<file path="src/rtl/det_pkg.sv">
// Shared constants and state encoding for the detection window counter.
package det_pkg;

  localparam int CNT_W_DEF = 8;

  // All-ones value of a default-width count; the running count saturates here.
  localparam logic [CNT_W_DEF-1:0] CNT_MAX = '1;

  typedef enum logic {
    IDLE = 1'b0,
    RUN  = 1'b1
  } state_e;

endpackage

</file>
<file path="src/rtl/edge_det.sv">
// Rising-edge detector: a det level held high produces a single one-cycle rise pulse.
module edge_det (
  input  logic clk,
  input  logic rst,
  input  logic det_i,
  output logic rise_o
);

  logic det_q;

  always_ff @(posedge clk or negedge rst) begin
    if (!rst) det_q <= 1'b0;
    else      det_q <= det_i;
  end

  assign rise_o = det_i & ~det_q;

endmodule

</file>
<file path="src/rtl/det_window_counter.sv">
// Counts detector rising edges over back-to-back windows and hands each result out
// through a valid/ready register. Define DWC_ALARM_EN to enable the threshold alarm pulse.
module det_window_counter
  import det_pkg::*;
#(
  parameter int CNT_W = CNT_W_DEF
) (
  input  logic             clk,
  input  logic             rst,
  input  logic             en,
  input  logic             det,
  input  logic [CNT_W-1:0] win_len,
  input  logic [CNT_W-1:0] thr,
  input  logic             cnt_ready,
  output logic [CNT_W-1:0] cnt_o,
  output logic             cnt_valid,
  output logic             ovr,
  output logic             alarm
);

  localparam logic [CNT_W-1:0] SatMax = {CNT_W{1'b1}};
  localparam logic [CNT_W-1:0] One    = CNT_W'(1);

  state_e           state_q, state_d;
  logic [CNT_W-1:0] remaining_q, remaining_d;
  logic [CNT_W-1:0] runCount_q, runCount_d;
  logic [CNT_W-1:0] cntOut_q, cntOut_d;
  logic             valid_q, valid_d;
  logic             ovr_q, ovr_d;

  logic             rise;
  logic [CNT_W-1:0] winLenEff;
  logic [CNT_W-1:0] countInc;
  logic             capture;
  logic             clearOvr;
  logic             transfer;
  logic             accept;

  edge_det u_edge_det (
    .clk    (clk),
    .rst    (rst),
    .det_i  (det),
    .rise_o (rise)
  );

  assign winLenEff = (win_len == '0) ? One : win_len;
  assign countInc  = (rise && (runCount_q != SatMax)) ? runCount_q + One : runCount_q;

  // Window sequencing: the last cycle of a window captures and reloads in the same edge.
  always_comb begin
    state_d     = state_q;
    remaining_d = remaining_q;
    runCount_d  = runCount_q;
    capture     = 1'b0;
    clearOvr    = 1'b0;
    case (state_q)
      IDLE: begin
        if (en) begin
          state_d     = RUN;
          remaining_d = winLenEff;
          runCount_d  = '0;
          clearOvr    = 1'b1;
        end
      end
      RUN: begin
        if (!en) begin
          state_d     = IDLE;
          remaining_d = '0;
          runCount_d  = '0;
        end else if (remaining_q == One) begin
          capture     = 1'b1;
          remaining_d = winLenEff;
          runCount_d  = '0;
        end else begin
          remaining_d = remaining_q - One;
          runCount_d  = countInc;
        end
      end
      default: state_d = IDLE;
    endcase
  end

  assign transfer = valid_q & cnt_ready;
  assign accept   = capture & (~valid_q | transfer);

  always_comb begin
    cntOut_d = cntOut_q;
    valid_d  = transfer ? 1'b0 : valid_q;
    ovr_d    = clearOvr ? 1'b0 : ovr_q;
    if (accept) begin
      cntOut_d = countInc;
      valid_d  = 1'b1;
    end else if (capture) begin
      ovr_d = 1'b1;
    end
  end

  always_ff @(posedge clk or negedge rst) begin
    if (!rst) begin
      state_q     <= IDLE;
      remaining_q <= '0;
      runCount_q  <= '0;
      cntOut_q    <= '0;
      valid_q     <= 1'b0;
      ovr_q       <= 1'b0;
    end else begin
      state_q     <= state_d;
      remaining_q <= remaining_d;
      runCount_q  <= runCount_d;
      cntOut_q    <= cntOut_d;
      valid_q     <= valid_d;
      ovr_q       <= ovr_d;
    end
  end

  assign cnt_o     = cntOut_q;
  assign cnt_valid = valid_q;
  assign ovr       = ovr_q;

`ifdef DWC_ALARM_EN
  // Only results that actually land in cnt_o can raise the alarm.
  logic alarm_q, alarm_d;

  assign alarm_d = accept && (thr != '0) && (countInc >= thr);

  always_ff @(posedge clk or negedge rst) begin
    if (!rst) alarm_q <= 1'b0;
    else      alarm_q <= alarm_d;
  end

  assign alarm = alarm_q;
`else
  logic unusedThr;
  assign unusedThr = ^thr;
  assign alarm     = 1'b0;
`endif

endmodule

</file>
<file path="config.mk">
export PLATFORM = sky130hd
export DESIGN_NAME = det_window_counter
export DESIGN_NICKNAME = d
export VERILOG_FILES = /design/src/rtl/det_pkg.sv /design/src/rtl/edge_det.sv /design/src/rtl/det_window_counter.sv
export SDC_FILE = /design/constraint.sdc
export NUM_CORES = 1
export LEC_CHECK = 0
export CAP_MARGIN = 25
export CELL_PAD_IN_SITES_DETAIL_PLACEMENT = 0
export CELL_PAD_IN_SITES_GLOBAL_PLACEMENT = 1
export CORE_ASPECT_RATIO = 1.4
export CORE_MARGIN = 2
export CORE_UTILIZATION = 39
export DETAILED_ROUTE_END_ITERATION = 10
export PLACE_DENSITY_LB_ADDON = 0.1
export SYNTH_ARGS = -nofsm -noshare
export SYNTH_HDL_FRONTEND = slang
export SYNTH_SLANG_ARGS = --single-unit
</file>
<file path="constraint.sdc">
create_clock -name clk -period 2.6 [get_ports clk]
set_clock_uncertainty 0.15 [all_clocks]
set_input_delay 0.52 -clock clk [delete_from_list [all_inputs] [get_ports clk]]
set_output_delay 0.52 -clock clk [all_outputs]
set_load 0.005 [all_outputs]
</file>
# Yosys cells after proc, flatten, opt, wreduce, memory -nomap -nowiden
# Cells that the tools add are included.
[classes] add_sub_neg=2 eq_ne=3 muxes=20 n_bitwise=7 reduce_logical=3
[ops] op="2-to-1 mux 8 bit" n=8
[ops] op="one-hot mux 8 bit (2 select lines)" n=2
[ops] op="2-to-1 mux 1 bit" n=10
[ops] op="adder 8 x 1 -> 8 bit, second input constant" n=1
[ops] op="equality test 8 x 1 -> 1 bit, second input constant" n=1
[ops] op="zero test 8 bit" n=1
[ops] op="inequality test 8 bit, second input constant" n=1
[ops] op="subtractor 8 x 1 -> 8 bit, second input constant" n=1
[ops] op="bitwise AND 1 bit" n=3
[ops] op="NOT 1 bit" n=3
[ops] op="inequality test 2 bit, second input constant" n=1
[ops] op="nonzero test 2 bit" n=1
[ops] op="logical AND 1 bit" n=1
[ops] op="bitwise OR 1 bit" n=1
[totals] ff_bits=28 input_bits=21 out_inout_bits=11 word_cells=42

# Logic depth before layout (Yosys ltp)
# Gate-level depths: netlist (run 1).
[logic_depth] depth_word=7 ltp_mapped=8 mapped_depth_nobuf=6

# Cells and area by module
# Synthesis (run 1) repeated with hierarchy kept, for this count alone.
[hier_totals] cells_unflattened=172 area_unflattened_um2=1655.3
[by_module_without_submodules] mod="det_window_counter" n_inst=1 cells_per_inst=170 area_per_inst_um2=1616.6 seq_area_each_um2=675.6
[by_module_without_submodules] mod="edge_det" n_inst=1 cells_per_inst=2 area_per_inst_um2=38.8 seq_area_each_um2=25.0

# Worst setup path before layout (run 1)
# No wires, ideal clock.
[synth_timing] path_type="register to register" start="reg remaining_q[1]" end="reg cntOut_q[2], in the netlist cnt_o[2]" setup_ns=0.129 arrival_ns=2.003 t_required_ns=2.321 setup_slack_ns=0.318 stages_incl_launch_ff=9 n_path_buf=2 period_less_slack_ns=2.282 path_cell_list="dfrtp_1 inv_1 ha_1 or4b_4 or4_1 buf_6 buf_6 nand2_1 o31ai_1"
[synth_between] elab_chain_cells=5
[synth_lines] element="from (decl)" line_no="det_window_counter.sv:25" rtl="logic [CNT_W-1:0] remaining_q, remaining_d;"
[synth_lines] element="from (signal assigned)" line_no="det_window_counter.sv:108" rtl="remaining_q <= remaining_d;"
[synth_lines] element="equality test 8 x 1 -> 1 bit" line_no="det_window_counter.sv:70" rtl="end else if (remaining_q == One) begin"
[synth_lines] element="2-to-1 mux 1 bit" line_no="det_window_counter.sv:70"
[synth_lines] element="2-to-1 mux 1 bit" line_no="det_window_counter.sv:66" rtl="if (!en) begin"
[synth_lines] element="2-to-1 mux 1 bit" line_no="det_window_counter.sv:56" rtl="case (state_q)"
[synth_lines] element="bitwise AND 1 bit" line_no="det_window_counter.sv:84" rtl="assign accept = capture & (~valid_q | transfer);"
[synth_lines] element="to (signal assigned)" line_no="det_window_counter.sv:110" rtl="cntOut_q <= cntOut_d;"
[synth_lines] element="to (decl)" line_no="det_window_counter.sv:27" rtl="logic [CNT_W-1:0] cntOut_q, cntOut_d;"
# No other way between the ends.
# A chain may end at the register's enable or synchronous reset.

# Worst setup path in the final report (run 1)
[layout_timing] start="reg remaining_q[1]" end="reg cntOut_q[6], in the netlist cnt_o[6]"
# Same word-level chain as after synthesis.

==> results of run 1 <==
-- Yosys cell counts, drive strengths merged (2+ instances only) --
cell and instances:
dfrtp 28, nand2 16, o21ai 13, nor2 12, a21oi 11, inv 6
a31oi 4, buf 4, clkbuf 4, mux2i 4, a211oi 3, a21o 3
and3 3, ha 3, nor3 3, nor3b 3, o31ai 3, or4 3
a221o 2, a31o 2, a41oi 2, and4 2, nand3b 2, nand4b 2
o21a 2, o221ai 2, o2bb2ai 2, xnor2 2
-- cells by family (layout without fill, tap and decap cells) --
| kind of cell | count (synthesis) | in the layout | synth area share [%] |
|---|---|---|---|
| other | 1 | 1 | 0.228 |
| buffers and inverters | 14 | 43 | 4.33 |
| xor gates and xnor gates | 3 | 3 | 1.60 |
| AOI/OAI and AO/OA | 61 | 61 | 27.4 |
| and+or+nand+nor | 55 | 55 | 18.5 |
| adders and majority gates | 3 | 3 | 2.28 |
| muxes | 5 | 5 | 3.12 |
| DFF | 28 | 28 | 42.6 |
-- area by class of cell --
class,count,area (µm²)
flip-flops and latches,28,701
repair buffers,34,310
fillers,376,1980
inverters,6,22.5
well taps,43,53.8
multi-input cells,128,873
clock buffers,3,41.3
-- worst max-delay path, cell delays in order, from the launching register on --
cell and delay (ns):
dfrtp_1 0.42, inv_1 0.09, ha_1 0.19, or4b_4 0.49, or4_1 0.53, buf_4 0.22, a221oi_2 0.20, a21oi_2 0.04
-- layer usage --
metal	track usage (%)	vias to the layer above	routed length, µm	part of all wire, %
met5	0	-	0	0
li1	-	703	-	-
met3	2.07	4	130	3.3
met2	34.0	36	2130	55
met1	20.7	687	1570	40
met4	7.50	0	63	1.6
-- worst paths after layout --
check | startpoint | endpoint | cells past startpoint
min | cnt_o[1] | cnt_o[1] | 2
min reg2reg | cnt_o[1] | cnt_o[1] | 2
max in group asynchronous | rst | runCount_q[5] | 2
min in group asynchronous | rst | cnt_o[1] | 2
max reg2reg | remaining_q[1] | cnt_o[6] | 7
max | remaining_q[1] | cnt_o[6] | 7
-- power breakdown --
group / internal (µW) / leakage, µW / switching, µW
logic: 129 / 0.000460 / 119
registers: 470 / 0.000372 / 35.4
clock network: 104 / 0.0000216 / 127
-- sequential cells by signal, summed over array words and instances (netlist names) --
| name | flops |
|---|---|
| ovr | 1 |
| cnt_o | 8 |
| cnt_valid | 1 |
| u_edge_det.det_q | 1 |
| remaining_q | 8 |
| runCount_q | 8 |
| state_q | 1 |
-- cells in the final DEF, fill, tap and decap left out, types with 4 or more instances in the layout --
master           Yosys  routed
inv_1                6       6
o21ai_0              9       9
nor2_1              12      12
mux2i_1              4       4
nand2_1             16      16
dfrtp_1             28      28
buf_4                1      12
a21oi_1             10      10
clkdlybuf4s50_1      0      22
a31oi_1              4       4
-- stage by stage --
stage | TNS (ns) | setup slack (ns) | hold slack (ns) | power, µW | cells
finish | 0 | 0.153 | 0.329 | 985 | 242
global route | 0 | 0.0101 | 0.372 | 1050 | 242
CTS | 0 | 0.137 | 0.338 | 1000 | 242
detailed placement | -0.0329 | -0.0329 | 0.315 | 765 | 239
global placement | -0.0214 | -0.0214 | 0.312 | 758 | 239
floorplan | 0 | 0.318 | 0.0744 | 653 | 170
==> results.sh, run 1 <==
export IMPL_synthCells=170
export IMPL_start_kind="register"
export IMPL_ios=32
export IMPL_synth_top_cells_by_area="dfrtp_1 43%, nand2_1 3.7%, a21oi_1 3.0%"
export IMPL_cts_tree="built"
export IMPL_grt_ovfl_total=0
export IMPL_postCtsResizedCells=0
export IMPL_htreeDepth=1
export IMPL_netlist_area_um2=1650
export IMPL_drive_above_1_share_pct=15.1
export IMPL_wl_um=3900
export IMPL_diodes=0
export IMPL_grt_max_degree=29
export IMPL_cp_data_required_time_ns=2.61
export IMPL_gp_routability_congestion=0.921
export IMPL_rsz0062_at_grt="false"
export IMPL_violations="DRC"
export IMPL_fp_dieArea_um2=4760
export IMPL_grt_usage_pct=18.3
export IMPL_fin_nets=225
export IMPL_vias_per_cell=5.91
export IMPL_cap_violations=0
export IMPL_stdcell_area_um2=2000
export IMPL_ant_nets=0
export IMPL_synthFlopType="dfrtp_1"
export IMPL_yosysWarnings=0
export IMPL_drtIter0Drc=66
export IMPL_grt_pass1_wl_um=6650
export IMPL_drt_pass1_iter_count=7
export IMPL_synth_edf_count=0
export IMPL_cp_end_kind="register"
export IMPL_clk_pin_slew_ns=0.09
export IMPL_initial_core_util_pct=41.3
export IMPL_num_rows=27
export IMPL_ys_async_sr_fraction_pct=100
export IMPL_synthDistinctLibCells=59
export IMPL_numCtsBuffers=3
export IMPL_drcViolationCount=2
export IMPL_fp_dieH_um=80.9
export IMPL_area_delta_synth_final_pct=21.7
export IMPL_worstSetupPathType="register to register"
export IMPL_synth_net_count=194
export IMPL_slew_headroom_pct=59.1
export IMPL_synth_seq_area_share_pct=42.6
export IMPL_p_per_area_nw_per_um2=492
export IMPL_vias=1430
export IMPL_period_needed_ns=2.45
export IMPL_cts_buffer_depth=2
export IMPL_cts_setup_buffers=0
export IMPL_r2r_slack_ns=0.15
export IMPL_clock_latency_ns=0.27
export IMPL_period_share_pct=94.1
export IMPL_cts_hold_buf=0
export IMPL_peakVddDrop_uv=238
export IMPL_tightest_slew_ns=0.598
export IMPL_io_buffers=22
export IMPL_final_util_pct=50.2
export IMPL_slew_violations=0
export IMPL_power_leakage_uw=0.000854
export IMPL_outcome="complete, but fails checks"
export IMPL_hpwl_um=2950
export IMPL_yosys_register_bits=28
export IMPL_grt_pass1_vias=1452
export IMPL_yosys_area_top_type="dfrtp_1"
export IMPL_critPathArrivalTime_ns=2.45
export IMPL_worst_path_max_fanout=16
export IMPL_clock_sinks=28
export IMPL_grt_antenna_before_repair=0
export IMPL_max_freq_mhz=409
export IMPL_hp_class="register to register"
export IMPL_die_w_um=58.9
export IMPL_avgSynthCellArea_um2=9.68
export IMPL_clockRootBuffer="clkbuf_8"
export IMPL_yosysTopAreaCellShare_pct=42.6
export IMPL_finalSetupViolCount=0
export IMPL_place_area_um2=1960
export IMPL_core_area_um2=3990
export IMPL_hold_viol_final=0
export IMPL_wire_per_inst_um=16.1
No activity file was read; power rests on OpenSTA's default activity.
==> run 2: changes to the inputs <==
--- a/config.mk
+++ b/config.mk
@@ -5,13 +5,13 @@
 export SDC_FILE = /design/constraint.sdc
 export NUM_CORES = 1
 export LEC_CHECK = 0
-export CAP_MARGIN = 25
 export CELL_PAD_IN_SITES_DETAIL_PLACEMENT = 0
 export CELL_PAD_IN_SITES_GLOBAL_PLACEMENT = 1
 export CORE_ASPECT_RATIO = 1.4
 export CORE_MARGIN = 2
-export CORE_UTILIZATION = 39
+export CORE_UTILIZATION = 40
 export DETAILED_ROUTE_END_ITERATION = 10
+export DONT_BUFFER_PORTS = 1
 export PLACE_DENSITY_LB_ADDON = 0.1
 export SYNTH_ARGS = -nofsm -noshare
 export SYNTH_HDL_FRONTEND = slang
==> run 2 against run 1 <==
Against the previous run:
- the run now ends clean
- design area decreased by 9.7%
- power fell by 0.59%
- die area is 2.4% lower
- critical path depth unchanged
- first-iteration DRC count fell by 48%
- register-to-register slack got worse by 0.03 ns
- via count decreased by 7.9%
- routed wire length shrank 2.6%
- cell count down 9.5%
- critical endpoint unchanged
- fmax decreased by 1.3%
- largest power group unchanged
- worst hold slack worse by 0.21 ns
==> results.sh, run 2 (same netlist as run 1, synthesis figures left out) <==
export IMPL_clockPowerShare_pct=27.3
export IMPL_io_buffers=0
export IMPL_htreeDepth=1
export IMPL_worstSetupPathType="register to register"
export IMPL_grt_max_degree=29
export IMPL_grt_ovfl_total=0
export IMPL_critPathArrivalTime_ns=2.49
export IMPL_diodes=0
export IMPL_period_needed_ns=2.48
export IMPL_p_per_area_nw_per_um2=542
export IMPL_ios=32
export IMPL_drive_above_1_share_pct=15.9
export IMPL_die_w_um=58.2
export IMPL_peakVddDrop_uv=317
export IMPL_grt_pass1_vias=1369
export IMPL_pwr_share_seq_pct=51.9
export IMPL_core_area_um2=3950
export IMPL_cts_buffer_depth=2
export IMPL_gp_routability_congestion=0.900
export IMPL_final_cells=219
export IMPL_fp_dieArea_um2=4650
export IMPL_grt_pass1_wl_um=6440
export IMPL_clk_pin_slew_ns=0.09
export IMPL_vias_per_cell=6.01
export IMPL_hp_class="primary input to register"
export IMPL_final_util_pct=45.7
export IMPL_vias=1317
export IMPL_wl_um=3800
export IMPL_fp_dieH_um=79.9
export IMPL_cts_tree="built"
export IMPL_register_area_um2=701
export IMPL_multi_input_area_um2=873
export IMPL_area_delta_synth_final_pct=9.89
export IMPL_postCtsResizedCells=0
export IMPL_initial_core_util_pct=41.6
export IMPL_cp_end_kind="register"
export IMPL_drt_pass1_iter_count=5
export IMPL_clockRootBuffer="clkbuf_8"
export IMPL_period_share_pct=95.4
export IMPL_clock_latency_ns=0.27
export IMPL_max_freq_mhz=403
export IMPL_finalSetupViolCount=0
export IMPL_swShare_pct=28.2
export IMPL_worst_path_max_fanout=16
export IMPL_slew_headroom_pct=54.0
export IMPL_power_leakage_uw=0.000781
export IMPL_slew_violations=0
export IMPL_power_frac_comb_pct=20.8
export IMPL_clock_sinks=28
export IMPL_rsz0062_at_grt="false"
export IMPL_num_rows=27
export IMPL_dp_cells=213
export IMPL_tns_ns=0
export IMPL_grt_antenna_before_repair=0
export IMPL_fin_nets=201
export IMPL_grt_usage_pct=17.9
export IMPL_p_sw_uw=276
export IMPL_cp_data_required_time_ns=2.61
export IMPL_outcome="finished clean"
export IMPL_cap_violations=0
export IMPL_ant_nets=0
export IMPL_drtIter0Drc=34
export IMPL_numCtsBuffers=3
export IMPL_fillers=397
export IMPL_layout_common_cells="28 x dfrtp_1, 16 x nand2_1, 12 x nor2_1, 10 x a21oi_1, 9 x o21ai_0"
export IMPL_wire_per_inst_um=17.4
export IMPL_start_kind="register"
export IMPL_intPower_uw=703
export IMPL_tightest_slew_ns=0.690
export IMPL_hold_viol_final=0
export IMPL_drcViolationCount=0
export IMPL_hpwl_um=2890
export IMPL_final_common_cell="dfrtp_1"
run 2: changes by cell type in the layout (fill, tap and decap cells not counted), sizes merged:
cell / previous run / this run
clkdlybuf4s50: 22 / 0
clkbuf: 3 / 4
dlygate4sd3: 0 / 1
buf: 12 / 9
run 2: routing by layer:
layer | track usage, % | part of all wire (%) | vias up
li1 | - | - | 651
met1 | 20.5 | 40 | 631
met3 | 2.11 | 2.6 | 8
met4 | 7.21 | 2.0 | 0
met2 | 33.0 | 55 | 27
met5 | 0 | 0 | -
run 2: worst paths after layout:
path	from	end	slack, ns	cells after the start
worst min-delay path	det	u_edge_det.det_q	0.12	0
worst max-delay path	remaining_q[1]	cnt_o[6]	0.12	7
worst max register to register	remaining_q[1]	cnt_o[6]	0.12	7
min in group asynchronous	rst	cnt_o[0]	0.53	2
max in group asynchronous	rst	ovr	1.62	2
worst min register to register	cnt_o[7]	cnt_o[7]	0.36	2
run 2: worst max-delay path, cell delays in order (launching register included):
cell	delay, ns
dfrtp_1	0.39
inv_1	0.08
ha_1	0.21
or4b_4	0.52
or4_1	0.59
buf_12	0.18
a221oi_2	0.20
a21oi_2	0.04
run 2: what timing repair did:
item | 4_1_cts | 5_1_grt
hold endpoints to repair | 28 | 0
buffers inserted | 0 | 0
hold buffers | 2 | 0
run 2: through the flow:
stage	hold WS (ns)	total power [µW]	setup slack (ns)	cell area (µm²)
2_1_floorplan	0.0744	653	0.318	1650
3_3_place_gp	0.0750	703	0.183	1720
6_report	0.119	979	0.120	1810
3_5_place_dp	0.0752	707	0.135	1720
5_1_grt	0.0948	1040	0.0223	1810
4_1_cts	0.109	994	0.112	1810
run 2: power by group through the flow:
stage / sequential (µW) / clock (µW) / combinational (µW)
final: 509 / 267 / 203
after detailed placement: 517 / 0 / 190
after CTS: 509 / 280 / 205
after floorplan: 509 / 0 / 144
after global placement: 517 / 0 / 186
after global routing: 515 / 299 / 229
run 2: final cells by class:
cell class / instances / share of cell area, %
multi-input cells: 128 / 48.3
flip-flops and latches: 28 / 38.8
repair buffers: 10 / 5.67
clock buffers: 4 / 3.04
well taps: 43 / 2.98
inverters: 6 / 1.25
==> run 3: changes to the inputs <==
--- a/config.mk
+++ b/config.mk
@@ -12,6 +12,7 @@
 export CORE_UTILIZATION = 40
 export DETAILED_ROUTE_END_ITERATION = 10
 export DONT_BUFFER_PORTS = 1
+export MAX_ROUTING_LAYER = met4
 export PLACE_DENSITY_LB_ADDON = 0.1
 export SYNTH_ARGS = -nofsm -noshare
 export SYNTH_HDL_FRONTEND = slang
==> run 3 against run 2 <==
Against the previous run:
- sequential power is essentially flat
- fmax barely moved
- clock-buffer cell count did not move
- sequential share of layout area stayed put
- combinational power barely moved
- global-route usage increased by 0.51 points
- power hardly changed
- die area unchanged
- clock power barely moved
- flip-flop and latch count unchanged
- first-iteration DRC count is 18% lower
- via count is 0.46% higher
- critical path type unchanged
- highest routed layer unchanged
==> results.sh, run 3 (same netlist as run 1, synthesis figures left out) <==
export IMPL_outcome="finished clean"
export IMPL_area_delta_synth_final_pct=9.89
export IMPL_peakVddDrop_uv=317
export IMPL_grt_antenna_before_repair=0
export IMPL_layout_common_cells="28 x dfrtp_1, 16 x nand2_1, 12 x nor2_1, 10 x a21oi_1, 9 x o21ai_0"
export IMPL_start_kind="register"
export IMPL_vias=1323
export IMPL_hold_viol_final=0
export IMPL_drtIter0Drc=28
export IMPL_fp_dieArea_um2=4650
export IMPL_clk_pin_slew_ns=0.10
export IMPL_num_rows=27
export IMPL_cp_startpoint="remaining_q[1]"
export IMPL_drt_pass1_iter_count=4
export IMPL_register_area_um2=701
export IMPL_core_area_um2=3950
export IMPL_multi_input_area_um2=873
export IMPL_power_leakage_uw=0.000781
export IMPL_clock_latency_ns=0.27
export IMPL_drcViolationCount=0
export IMPL_cp_data_required_time_ns=2.61
export IMPL_numCtsBuffers=3
export IMPL_clock_sinks=28
export IMPL_cp_end_kind="register"
export IMPL_slew_violations=0
export IMPL_finalPower_uw=979
export IMPL_vias_per_cell=6.04
export IMPL_cts_setup_buffers=0
export IMPL_cap_violations=0
export IMPL_period_needed_ns=2.48
export IMPL_worst_path_max_fanout=16
export IMPL_ant_nets=0
export IMPL_wire_per_inst_um=17.3
export IMPL_ios=32
export IMPL_period_share_pct=95.4
export IMPL_worstSetupPathType="register to register"
export IMPL_fp_dieH_um=79.9
export IMPL_io_buffers=0
export IMPL_grt_usage_pct=18.4
export IMPL_gp_routability_congestion=0.915
export IMPL_wl_um=3780
export IMPL_tns_ns=0
export IMPL_min_delay_start="det"
export IMPL_die_w_um=58.2
export IMPL_fillers=397
export IMPL_slew_headroom_pct=53.6
export IMPL_diodes=0
export IMPL_drive_above_1_share_pct=15.9
export IMPL_grt_ovfl_total=0
export IMPL_hpwl_um=2890
export IMPL_htreeDepth=1
export IMPL_postCtsResizedCells=0
export IMPL_tightest_slew_ns=0.695
export IMPL_cts_buffer_depth=2
export IMPL_grt_pass1_vias=1363
export IMPL_hp_class="primary input to register"
export IMPL_cts_hold_buf=2
export IMPL_initial_core_util_pct=41.6
export IMPL_cts_tree="built"
export IMPL_p_per_area_nw_per_um2=541
export IMPL_critPathArrivalTime_ns=2.49
export IMPL_r2r_start="remaining_q[1]"
export IMPL_fin_nets=201
export IMPL_finalSetupViolCount=0
export IMPL_rsz0062_at_grt="false"
export IMPL_grt_pass1_wl_um=6450
export IMPL_grt_max_degree=29
export IMPL_clockRootBuffer="clkbuf_8"
export IMPL_max_freq_mhz=403
export IMPL_final_common_cell="dfrtp_1"
run 3: cell counts in the layout (fill, tap and decap cells not counted):
Identical to the previous run, type by type.
run 3: routing by layer:
layer	vias up	routed length, µm	track usage (%)
met5	-	0	-
met4	0	44	7.21
met3	4	127	2.11
met2	34	2110	32.8
met1	632	1510	20.7
li1	653	-	-
run 3: critical path, cell delays in order (launching register included):
cell and delay (ns):
dfrtp_1 0.39, inv_1 0.08, ha_1 0.21, or4b_4 0.52, or4_1 0.59, buf_12 0.18, a221oi_2 0.20, a21oi_2 0.04
run 3: area by class of cell:
| cell class | instances | share of cell area, % |
|---|---|---|
| clock buffers | 4 | 3.04 |
| inverters | 6 | 1.25 |
| multi-input cells | 128 | 48.3 |
| flip-flops and latches | 28 | 38.8 |
| well taps | 43 | 2.98 |
| repair buffers | 10 | 5.67 |
run 3: worst paths after layout:
check / cells past startpoint / slack, ns / to
max reg2reg: 7 / 0.12 / cnt_o[6]
min reg2reg: 2 / 0.36 / cnt_o[7]
min in group asynchronous: 2 / 0.53 / cnt_o[0]
min: 0 / 0.12 / u_edge_det.det_q
max: 7 / 0.12 / cnt_o[6]
max in group asynchronous: 2 / 1.62 / ovr
run 3: per-stage QoR:
step | hold slack (ns) | instances | util (%) | setup WS (ns) | instance area (µm²)
2_1_floorplan | 0.0744 | 170 | - | 0.318 | 1650
3_3_place_gp | 0.0750 | 213 | 43.6 | 0.183 | 1720
3_5_place_dp | 0.0752 | 213 | 43.6 | 0.135 | 1720
4_1_cts | 0.109 | 219 | 45.7 | 0.112 | 1810
5_1_grt | 0.0926 | 219 | 45.7 | 0.0249 | 1810
6_report | 0.118 | 219 | 45.7 | 0.119 | 1810
run 3: report_power, final:
group	leakage, µW	total (µW)	internal, µW	switching (µW)
Clock	0.0000288	267	135	132
Sequential	0.000372	508	470	37.6
Combinational	0.000380	203	97.5	106
Total	0.000781	979	703	275
